===== config.mk =====
export PLATFORM = sky130hd
export DESIGN_NAME = pipe_adder
export DESIGN_NICKNAME = d
export VERILOG_FILES = /design/src/rtl/pipe_adder.sv
export SDC_FILE = /design/constraint.sdc
export NUM_CORES = 1
export LEC_CHECK = 0
export ABC_CLOCK_PERIOD_IN_PS = 1600
export CORE_ASPECT_RATIO = 0.9
export CORE_MARGIN = 3
export CORE_UTILIZATION = 51
export DETAILED_ROUTE_END_ITERATION = 16
export GPL_TIMING_DRIVEN = 0
export PLACE_DENSITY = 0.83
export SETUP_SLACK_MARGIN = 0.2
export SLEW_MARGIN = 20
export SYNTH_ARGS = -nofsm -noshare
export SYNTH_HDL_FRONTEND = slang
export SYNTH_SLANG_ARGS = --single-unit

===== constraint.sdc =====
create_clock -name clk -period 1.6 [get_ports clk]
set_input_delay 0.24 -clock clk [delete_from_list [all_inputs] [get_ports clk]]
set_output_delay 0.24 -clock clk [all_outputs]
set_load 0.1 [all_outputs]

===== src/rtl/pipe_adder.sv =====
`timescale 1ns/1ps
`default_nettype none
// ============================================================================
//  Module   : pipe_adder
//  Purpose  : Parametrised pipelined ripple-carry adder/subtractor with a
//             valid/ready handshake on both sides. WIDTH-bit operands are
//             processed CHUNK bits per stage; the carry is registered
//             between stages.
//  Options  : define PIPE_ADDER_SAT_EN to add the 'sat' input, which clamps
//             the result to the signed extreme on two's-complement overflow.
//  Revision : 1.0  initial release
// ============================================================================
//
//  Pipeline organisation (RANKS = STAGES + 1 register ranks):
//    rank 0        : operand capture (A, B_eff = sub ? ~B : B, carry0, sat)
//    rank k (1..S) : adds slice k-1 of the captured operands
//  An op accepted at edge N therefore presents out_valid after edge N+STAGES.
//
//  Skew/de-skew: the operand registers rotate right by CHUNK every stage,
//  so the next slice to add always sits in bits [CHUNK-1:0] and the upper
//  (unprocessed) slices travel behind it. After STAGES rotations the
//  operands are back in their original alignment, which puts A[MSB] and
//  B_eff[MSB] in place for the overflow flag. Each partial sum is inserted
//  at the top of the result register, which shifts right every stage, so
//  slice 0 lands at bit 0 when the op leaves the last stage.
//
//  WIDTH must be an integer multiple of CHUNK.
// ============================================================================
module pipe_adder #(
   parameter int WIDTH = 16,
   parameter int CHUNK = 4
) (
   input  logic             clk,
   input  logic             rst_n,
   input  logic             in_valid,
   output logic             in_ready,
   input  logic [WIDTH-1:0] a,
   input  logic [WIDTH-1:0] b,
   input  logic             ci,
   input  logic             sub,
`ifdef PIPE_ADDER_SAT_EN
   input  logic             sat,
`endif
   output logic             out_valid,
   input  logic             out_ready,
   output logic [WIDTH-1:0] sum,
   output logic             cout,
   output logic             ovf
);

   localparam int STAGES = WIDTH / CHUNK;
   localparam int RANKS  = STAGES + 1;

`ifdef PIPE_ADDER_SAT_EN
   localparam logic [WIDTH-1:0] SAT_NEG = {1'b1, {(WIDTH-1){1'b0}}};
   localparam logic [WIDTH-1:0] SAT_POS = ~SAT_NEG;
`endif

   // Per-rank state. Index RANKS-1 is the output rank.
   logic [RANKS-1:0] vld_q, vld_d;          // slot holds a live op
   logic [RANKS-1:0] cy_q,  cy_d;           // carry into next slice / final cout
   logic [WIDTH-1:0] opa_q [RANKS];         // operand A, rotated per stage
   logic [WIDTH-1:0] opa_d [RANKS];
   logic [WIDTH-1:0] opb_q [RANKS];         // effective operand B, rotated per stage
   logic [WIDTH-1:0] opb_d [RANKS];
   logic [WIDTH-1:0] res_q [RANKS];         // partial sums, filled from the top
   logic [WIDTH-1:0] res_d [RANKS];
`ifdef PIPE_ADDER_SAT_EN
   logic [RANKS-1:0] sat_q, sat_d;          // saturate request travelling with op
`endif

   logic             adv;                   // whole pipe shifts this cycle
   logic [WIDTH-1:0] b_eff;
   logic             carry0;
   logic [CHUNK:0]   slice_sum;
   logic             a_msb;
   logic             b_msb;

   // Shift v right by one slice and place s in the vacated top slice.
   function automatic logic [WIDTH-1:0] rot_in(input logic [WIDTH-1:0] v,
                                               input logic [CHUNK-1:0] s);
      logic [WIDTH-1:0] t;
      t            = '0;
      t[CHUNK-1:0] = s;
      return (v >> CHUNK) | (t << (WIDTH - CHUNK));
   endfunction

   // Next-state for every rank: hold when the output is stalled, else shift one rank.
   always_comb begin
      adv       = !vld_q[RANKS-1] || out_ready;
      b_eff     = sub ? ~b : b;
      carry0    = sub ? 1'b1 : ci;
      slice_sum = '0;
      vld_d     = vld_q;
      cy_d      = cy_q;
`ifdef PIPE_ADDER_SAT_EN
      sat_d     = sat_q;
`endif
      for (int k = 0; k < RANKS; k++) begin
         opa_d[k] = opa_q[k];
         opb_d[k] = opb_q[k];
         res_d[k] = res_q[k];
      end

      if (adv) begin
         // Capture rank: bubbles are shifted in as valid=0 slots.
         vld_d[0] = in_valid;
         opa_d[0] = a;
         opb_d[0] = b_eff;
         res_d[0] = '0;
         cy_d[0]  = carry0;
`ifdef PIPE_ADDER_SAT_EN
         sat_d[0] = sat;
`endif
         // Adder ranks: each consumes the low slice of the previous rank.
         for (int k = 1; k < RANKS; k++) begin
            slice_sum = {1'b0, opa_q[k-1][CHUNK-1:0]}
                      + {1'b0, opb_q[k-1][CHUNK-1:0]}
                      + {{CHUNK{1'b0}}, cy_q[k-1]};
            vld_d[k]  = vld_q[k-1];
            opa_d[k]  = rot_in(opa_q[k-1], opa_q[k-1][CHUNK-1:0]);
            opb_d[k]  = rot_in(opb_q[k-1], opb_q[k-1][CHUNK-1:0]);
            res_d[k]  = rot_in(res_q[k-1], slice_sum[CHUNK-1:0]);
            cy_d[k]   = slice_sum[CHUNK];
`ifdef PIPE_ADDER_SAT_EN
            sat_d[k]  = sat_q[k-1];
`endif
         end
      end
   end

   // Pipeline registers; reset discards everything in flight.
   always_ff @(posedge clk or negedge rst_n) begin
      if (!rst_n) begin
         vld_q <= '0;
         cy_q  <= '0;
`ifdef PIPE_ADDER_SAT_EN
         sat_q <= '0;
`endif
         for (int k = 0; k < RANKS; k++) begin
            opa_q[k] <= '0;
            opb_q[k] <= '0;
            res_q[k] <= '0;
         end
      end else begin
         vld_q <= vld_d;
         cy_q  <= cy_d;
`ifdef PIPE_ADDER_SAT_EN
         sat_q <= sat_d;
`endif
         for (int k = 0; k < RANKS; k++) begin
            opa_q[k] <= opa_d[k];
            opb_q[k] <= opb_d[k];
            res_q[k] <= res_d[k];
         end
      end
   end

   // Output flags derived from the output rank only, so they hold during a stall.
   always_comb begin
      in_ready  = adv;
      out_valid = vld_q[RANKS-1];
      cout      = cy_q[RANKS-1];
      a_msb     = opa_q[RANKS-1][WIDTH-1];
      b_msb     = opb_q[RANKS-1][WIDTH-1];
      ovf       = (a_msb == b_msb) && (res_q[RANKS-1][WIDTH-1] != a_msb);
      sum       = res_q[RANKS-1];
`ifdef PIPE_ADDER_SAT_EN
      // Both operands share a sign on overflow; A's sign picks the rail.
      if (sat_q[RANKS-1] && ovf) begin
         sum = a_msb ? SAT_NEG : SAT_POS;
      end
`endif
   end

endmodule
`default_nettype wire


==> results of run 1 <==
## worst min-delay path, delay by kind of cell
| kind | cells | cell delay, ps |
|---|---|---|
| buffers and inverters | 1 | 170 |
| AO/OA/AOI/OAI | 1 | 50 |
| XOR/XNOR | 1 | 130 |
## cells in the final DEF, fill, tap and decap left out, types with 2 or more instances in the layout
cell             count
clkinvlp_4           3
fa_2                 8
nand2_1            172
clkbuf_8             3
dfrtp_1            131
clkinv_2             4
buf_4               24
clkbuf_1             3
nor2b_1              2
inv_1                7
nor2_1              13
buf_12              25
ha_1                12
o21ai_1             21
a21oi_1              6
buf_6               18
clkbuf_4             3
a21oi_2              8
bufinv_16            2
inv_2                3
a21o_1               5
clkbuf_16           41
o21ai_2             11
xor2_1               7
buf_8                9
nor2b_4              2
clkdlybuf4s50_1     35
nand2_4             45
nand2_2             96
xnor2_1             15
## where the power goes
part	total, mW	internal (mW)	switching, mW
logic	10.5	4.45	6.08
clock network	3.92	2.41	1.52
registers	6.42	4.85	1.57
total	20.9	11.7	9.17
## per-stage QoR
stage	power, mW	setup TNS [ps]	instance area (µm²)	std cells
floorplan	10.9	-6.18	5810	616
global placement	12.4	-609870	6560	824
detailed placement	12.7	-4820	6590	825
CTS	17.1	-181	7370	864
global route	21.6	-1420	8900	895
finish	20.9	-800	8900	895
## layout make-up
| class | instances | area, µm² |
|---|---|---|
| Sequential cell | 132 | 3310 |
| Multi-Input combinational cell | 426 | 2730 |
| Fill cell | 537 | 2000 |
| Timing Repair Buffer | 95 | 1420 |
| Buffer | 47 | 623 |
| Clock buffer | 23 | 478 |
| Tap cell | 152 | 190 |
| Clock inverter | 9 | 103 |
| Inverter | 11 | 48.8 |
## logic make-up after synthesis
kind of cell	share of synthesized area (%)
AOI/OAI and AO/OA	4.74
xor gates and xnor gates	3.50
adders and majority gates	5.40
buffers and inverters	6.94
DFF	57.5
and+or+nand+nor	22.0
## routing by layer
metal	vias to the layer above	part of all wire (%)	GRT usage, %	routed length [µm]
li1	2123	-	-	-
met1	2482	35	27.9	7160
met2	355	49	41.4	9850
met3	103	9.2	5.38	1860
met4	0	6.7	9.46	1360
met5	-	0	0	0
## registers in the layout, summed over array words and instances (netlist names)
signal,flops
a_msb,1
opa_q,40
res_q,24
opb_q,40
b_msb,1
sum,16
vld_q,5
cy_q,5
## worst max-delay path by stage
stage	end	startpoint	depth (start not counted)	slack, ps
floorplan	cy_q[4]	opb_q[16]	5	-6
global placement	vld_q[4]	rst_n	1	-5450
detailed placement	in_ready	out_ready	6	-910
CTS	in_ready	vld_q[4]	5	-90
global route	in_ready	vld_q[4]	5	-150
finish	in_ready	vld_q[4]	5	-140
## timing repair
action,in CTS,in global routing
pin swaps,12,40
gates resized for setup,185,273
cloned,0,25
endpoints found under the hold margin,46,0
hold buffers,1,0
setup endpoints to repair,36,143
buffers inserted,6,6
==> flow_summary_export.csv, run 1 <==
group,metric,value,unit
setup_path,endpoint_kind,"output port",
synthesis,synth-seq-cells,132,
setup_path,cp_data_arrival_time,1500,ps
global_routing,first_global_vias,4651,
worst_hold_path,whs_endpoint,"opb_q[79]",
synthesis,yosysUniqueCellTypes,20,
synthesis,syn_area_per_cell,9.33,µm²
floorplan,core_area,10900,µm²
synthesis,yosysWarnings,0,
setup_path,reg2reg_from,"opb_q[16]",
synthesis,synthArstFlopShare,100,%
setup_path,rr_endpoint,"sum[14]",
timing,finalMaxSlewViolations,0,
drt,vias,5063,
clock_network,clock_sinks,132,
setup_path,critPathLaunchType,"register",
synthesis,syn_nets,674,
run_status,violations,"setup timing",
floorplan,rows,36,
synthesis,synth_top_cell_by_area,"dfrtp_1",
clock_network,numCtsBuffers,17,
timing,worstMarginPinSlew,483,ps
layout,utilization,81.6,%
synthesis,synth_seq_area_share,57.5,%
layout,final_nets,788,
global_routing,grt-ovfl-total,0,
drt,vias_per_cell,5.66,
setup_path,worst-setup-path-type,"register to output port",
floorplan,initial_core_util,52.7,%
setup_path,path_cells,"nor2b_4, buf_6, inv_8, buf_12, buf_12",
drt,drt_wl_total,20200,µm
synthesis,synth_common_cells,"nand2_1 (313), dfrtp_1 (132), buf_4 (26), o21ai_0 (26), xnor2_1 (16)",
worst_hold_path,whs_path_depth,3,
setup_path,path_delay_family,"flip-flops",
pwr,ir_drop,1.23,mV
floorplan,die_area,12600,µm²
pwr,p_leak,4.56,nW
drt,drt-pass1-iter-count,5,
timing,setup_viol,29,
global_routing,grt_pass1_wl,22900,µm
timing,finClkSkew,11.6,ps
clock_network,clockBufferDepth,2,
clock_network,clk_pin_slew,60,ps
synthesis,synth_edf_count,0,
placed_design,place_ws,-905,ps
setup_path,slowest_delay,480,ps
setup_path,r2r_slack,-110,ps
global_routing,grt_max_degree,87,
synthesis,synth_area,5750,µm²
layout,area_growth,54.8,%
timing,min_period_over_period,109,%
placed_design,io_buffers,56,
global_routing,grt_usage,23.4,%
timing,finalHoldViolations,0,
setup_path,cp_max_fo,2,
timing,fin_crit,1740,ps
synthesis,yosysMostFrequentCell,"nand2_1",
setup_path,cp_data_required_time,1360,ps
pwr,powerDensity,2350,nW/µm²
synthesis,synthFlopType,"dfrtp_1",
timing,max-slew-margin-rel,68.0,%
setup_path,crit_slowest_cell,"dfrtp_4",
flow_run,cap_viol_max_count,0,
layout,drive_gt1_share,41.9,%
placed_design,gp_congestion,0.878,
timing,fmax,0.575,GHz
run_status,status,"finished with violations",
synthesis,netlist_top_cells_area,"dfrtp_1 (57%), nand2_1 (20%), buf_4 (3.4%)",
drt,antenna_left,0,
setup_path,crit_buf_inv,4,
setup_path,rr_worst_depth,5,
global_routing,antenna_found_initial,0,
clock_network,clock_latency,430,ps
timing,rsz0062_at_grt,"true",
placed_design,dp_hpwl,8840,µm
floorplan,die_width,118,µm
worst_hold_path,min_path_type,"input pin to register",
clock_network,cts_tree,"done",
clock_network,ctsHtreeMaxLevel,4,
drt,drt_iter0_drc,512,
timing,layout_setup_ws,-140,ps
synthesis,syn_inst,616,
synthesis,synth_top_area_share,57.5,%
floorplan,die_h,107,µm
timing,hold-worst-slack,211,ps
drt,wl_per_cell,22.6,µm
drt,drc,0,
floorplan,io_pins,58,
setup_path,critPathMostFrequentCell,"buf_12",
layout,diodes,0,
clock_network,cts-root-buf,"clkbuf_16",
worst_hold_path,hold_start,"sub",
No activity file was read; power rests on OpenSTA's default activity.
==> run 2: changes to the inputs <==
--- a/config.mk
+++ b/config.mk
@@ -9,7 +9,9 @@
 export CORE_ASPECT_RATIO = 0.9
 export CORE_MARGIN = 3
 export CORE_UTILIZATION = 51
+export CTS_CLUSTER_SIZE = 12
 export DETAILED_ROUTE_END_ITERATION = 16
+export GPL_ROUTABILITY_DRIVEN = 0
 export GPL_TIMING_DRIVEN = 0
 export PLACE_DENSITY = 0.83
 export SETUP_SLACK_MARGIN = 0.2
==> results of run 2 <==
The final DEF is identical to that of run 1; final timing and power are the same.
==> run 3: changes to the inputs <==
--- a/config.mk
+++ b/config.mk
@@ -5,15 +5,15 @@
 export SDC_FILE = /design/constraint.sdc
 export NUM_CORES = 1
 export LEC_CHECK = 0
-export ABC_CLOCK_PERIOD_IN_PS = 1600
+export ABC_CLOCK_PERIOD_IN_PS = 1700
 export CORE_ASPECT_RATIO = 0.9
 export CORE_MARGIN = 3
-export CORE_UTILIZATION = 51
+export CORE_UTILIZATION = 57
 export CTS_CLUSTER_SIZE = 12
 export DETAILED_ROUTE_END_ITERATION = 16
 export GPL_ROUTABILITY_DRIVEN = 0
 export GPL_TIMING_DRIVEN = 0
-export PLACE_DENSITY = 0.83
+export PLACE_DENSITY = 0.87
 export SETUP_SLACK_MARGIN = 0.2
 export SLEW_MARGIN = 20
 export SYNTH_ARGS = -nofsm -noshare
==> constraint.sdc (replaced) <==
create_clock -name clk -period 1.7 [get_ports clk]
set_input_delay 0.255 -clock clk [delete_from_list [all_inputs] [get_ports clk]]
set_output_delay 0.255 -clock clk [all_outputs]
set_load 0.1 [all_outputs]
==> flow_summary_export.csv, run 3 (same netlist as run 1, synthesis figures left out) <==
group,metric,value,unit
run_status,status,"finished with violations",
run_status,violations,"setup timing",
layout,final_nets,775,
floorplan,io_pins,58,
global_routing,busiest_layer,"met2",
setup_path,rr_endpoint,"sum[14]",
setup_path,cp_max_fo,2,
placed_design,placed_cell_area,6520,µm²
flow_run,cap_viol_max_count,0,
placed_design,io_buffers,56,
drt,vias,4822,
timing,min_period_over_period,107,%
timing,finalHoldViolations,0,
clock_network,numCtsBuffers,17,
layout,regArea,3310,µm²
global_routing,use_met1,29.9,%
layout,mostFrequentLayoutCells,"nand2_1 (287), dfrtp_1 (131), buf_4 (38)",
setup_path,path_cells,"nor2b_4, buf_6, inv_8, buf_8, buf_12",
setup_path,path_delay_family,"flip-flops",
floorplan,rows,34,
pwr,ir_drop,1.50,mV
clock_network,clk_pin_slew,60,ps
setup_path,crit_cells,5,
setup_path,worst-setup-path-type,"register to output port",
setup_path,rr_worst_depth,5,
setup_path,cp-startpoint,"vld_q[4]",
global_routing,first_global_vias,4675,
pwr,powerDensity,2290,nW/µm²
global_routing,grtUsageMet2,47.5,%
timing,max-slew-margin-rel,61.6,%
timing,rsz0062_at_grt,"true",
drt,antenna_left,0,
layout,nFillCells,515,
layout,drive_gt1_share,24.4,%
setup_path,reg2reg_from,"opb_q[16]",
clock_network,cts-root-buf,"clkbuf_8",
layout,diodes,0,
timing,worstMarginPinSlew,577,ps
placed_design,dp_hpwl,8910,µm
timing,setup_viol,3,
worst_hold_path,min_path_type,"input pin to register",
layout,reg_top3,"opa_q (40), opb_q (40), res_q (24)",
layout,design_area,7820,µm²
timing,fin_crit,1820,ps
timing,layout_setup_ws,-117,ps
layout,multi_input_area,2220,µm²
setup_path,crit_buf_inv,4,
clock_network,clock_latency,530,ps
global_routing,grt_pass1_wl,22500,µm
layout,area_growth,36.0,%
drt,drt_wl_total,16700,µm
setup_path,cp_data_arrival_time,1560,ps
clock_network,ctsHtreeMaxLevel,4,
global_routing,grt-ovfl-total,0,
pwr,p_leak,3.95,nW
clock_network,clock_sinks,132,
timing,fmax,0.551,GHz
drt,drc,0,
floorplan,die_area,11300,µm²
setup_path,crit_slowest_cell,"dfrtp_4",
floorplan,die_h,101,µm
timing,finClkSkew,6.55,ps
floorplan,core_area,9740,µm²
drt,vias_per_cell,5.63,
global_routing,grt_max_degree,71,
layout,final_common_cell,"nand2_1",
setup_path,critPathLaunchType,"register",
global_routing,grtUsageMet3,5.26,%
drt,drt-pass1-iter-count,5,
global_routing,grt_usage,25.7,%
timing,finalMaxSlewViolations,0,
setup_path,endpoint,"in_ready",
setup_path,r2r_slack,-20,ps
clock_network,clockBufferDepth,2,
setup_path,cp_data_required_time,1440,ps
placed_design,post-place-cells,799,
floorplan,initial_core_util,59.0,%
layout,stdcell_count,856,
floorplan,die_width,112,µm
global_routing,antenna_found_initial,0,
setup_path,endpoint_kind,"output port",
drt,wl_per_cell,19.5,µm
drt,drt_iter0_drc,437,
clock_network,cts_tree,"done",
setup_path,slowest_delay,470,ps
## run 3: how the worst min path moves through the flow
| stage | start | end | slack [ps] | depth (start not counted) |
|---|---|---|---|---|
| 2_1_floorplan | rst_n | a_msb | -40 | 0 |
| 3_3_place_gp | vld_q[3] | vld_q[3] | 440 | 2 |
| 3_5_place_dp | rst_n | sum[13] | 270 | 1 |
| 4_1_cts | sub | opb_q[68] | 130 | 3 |
| 5_1_grt | sub | opb_q[68] | 140 | 3 |
| 6_report | sub | opb_q[68] | 120 | 3 |
## run 3: worst reg2reg max path, stage by stage, from the launching register on
cell and delay (ps):
dfrtp_1 400, fa_2 430, fa_2 380, buf_4 150, xnor2_2 150, o21ai_1 80
## run 3: report_power, final
part / switching, mW / leakage, nW / total, mW / internal, mW
registers: 1.12 / 1.60 / 5.68 / 4.57
clock network: 1.37 / 0.298 / 3.86 / 2.49
logic: 5.05 / 2.06 / 8.36 / 3.32
## run 3: cell type report
cell class	count	area share, %
Tap cell	126	2.02
Clock inverter	9	1.92
Timing Repair Buffer	82	12.9
Sequential cell	132	42.3
Multi-Input combinational cell	426	28.3
Inverter	11	0.624
Buffer	47	5.97
Clock buffer	23	5.97
## run 3: layer usage
layer / share of wire [%] / routed length [µm] / up-vias
met4: 5.2 / 862 / 0
met3: 7.6 / 1270 / 76
li1: - / - / 2091
met5: 0 / 0 / -
met1: 36 / 5930 / 2363
met2: 52 / 8610 / 292
## run 3: through the flow
step | total power [mW] | setup WS [ps] | utilization (%) | hold WS (ps) | TNS [ps]
2_1_floorplan | 10.2 | 87.6 | - | -40.6 | 0
3_3_place_gp | 11.6 | -5300 | 66.6 | 441 | -588800
3_5_place_dp | 11.9 | -879 | 66.9 | 275 | -3130
4_1_cts | 16.3 | -115 | 74.8 | 126 | -122
5_1_grt | 18.6 | -140 | 80.3 | 138 | -251
6_report | 17.9 | -117 | 80.3 | 117 | -136
## run 3: repair_timing
action	in CTS	in global routing
setup buffers	6	10
gates resized for setup	166	94
cloned	0	8
endpoints found under the setup margin	36	74
hold buffers	1	0
pin swaps	16	22
endpoints found under the hold margin	62	0
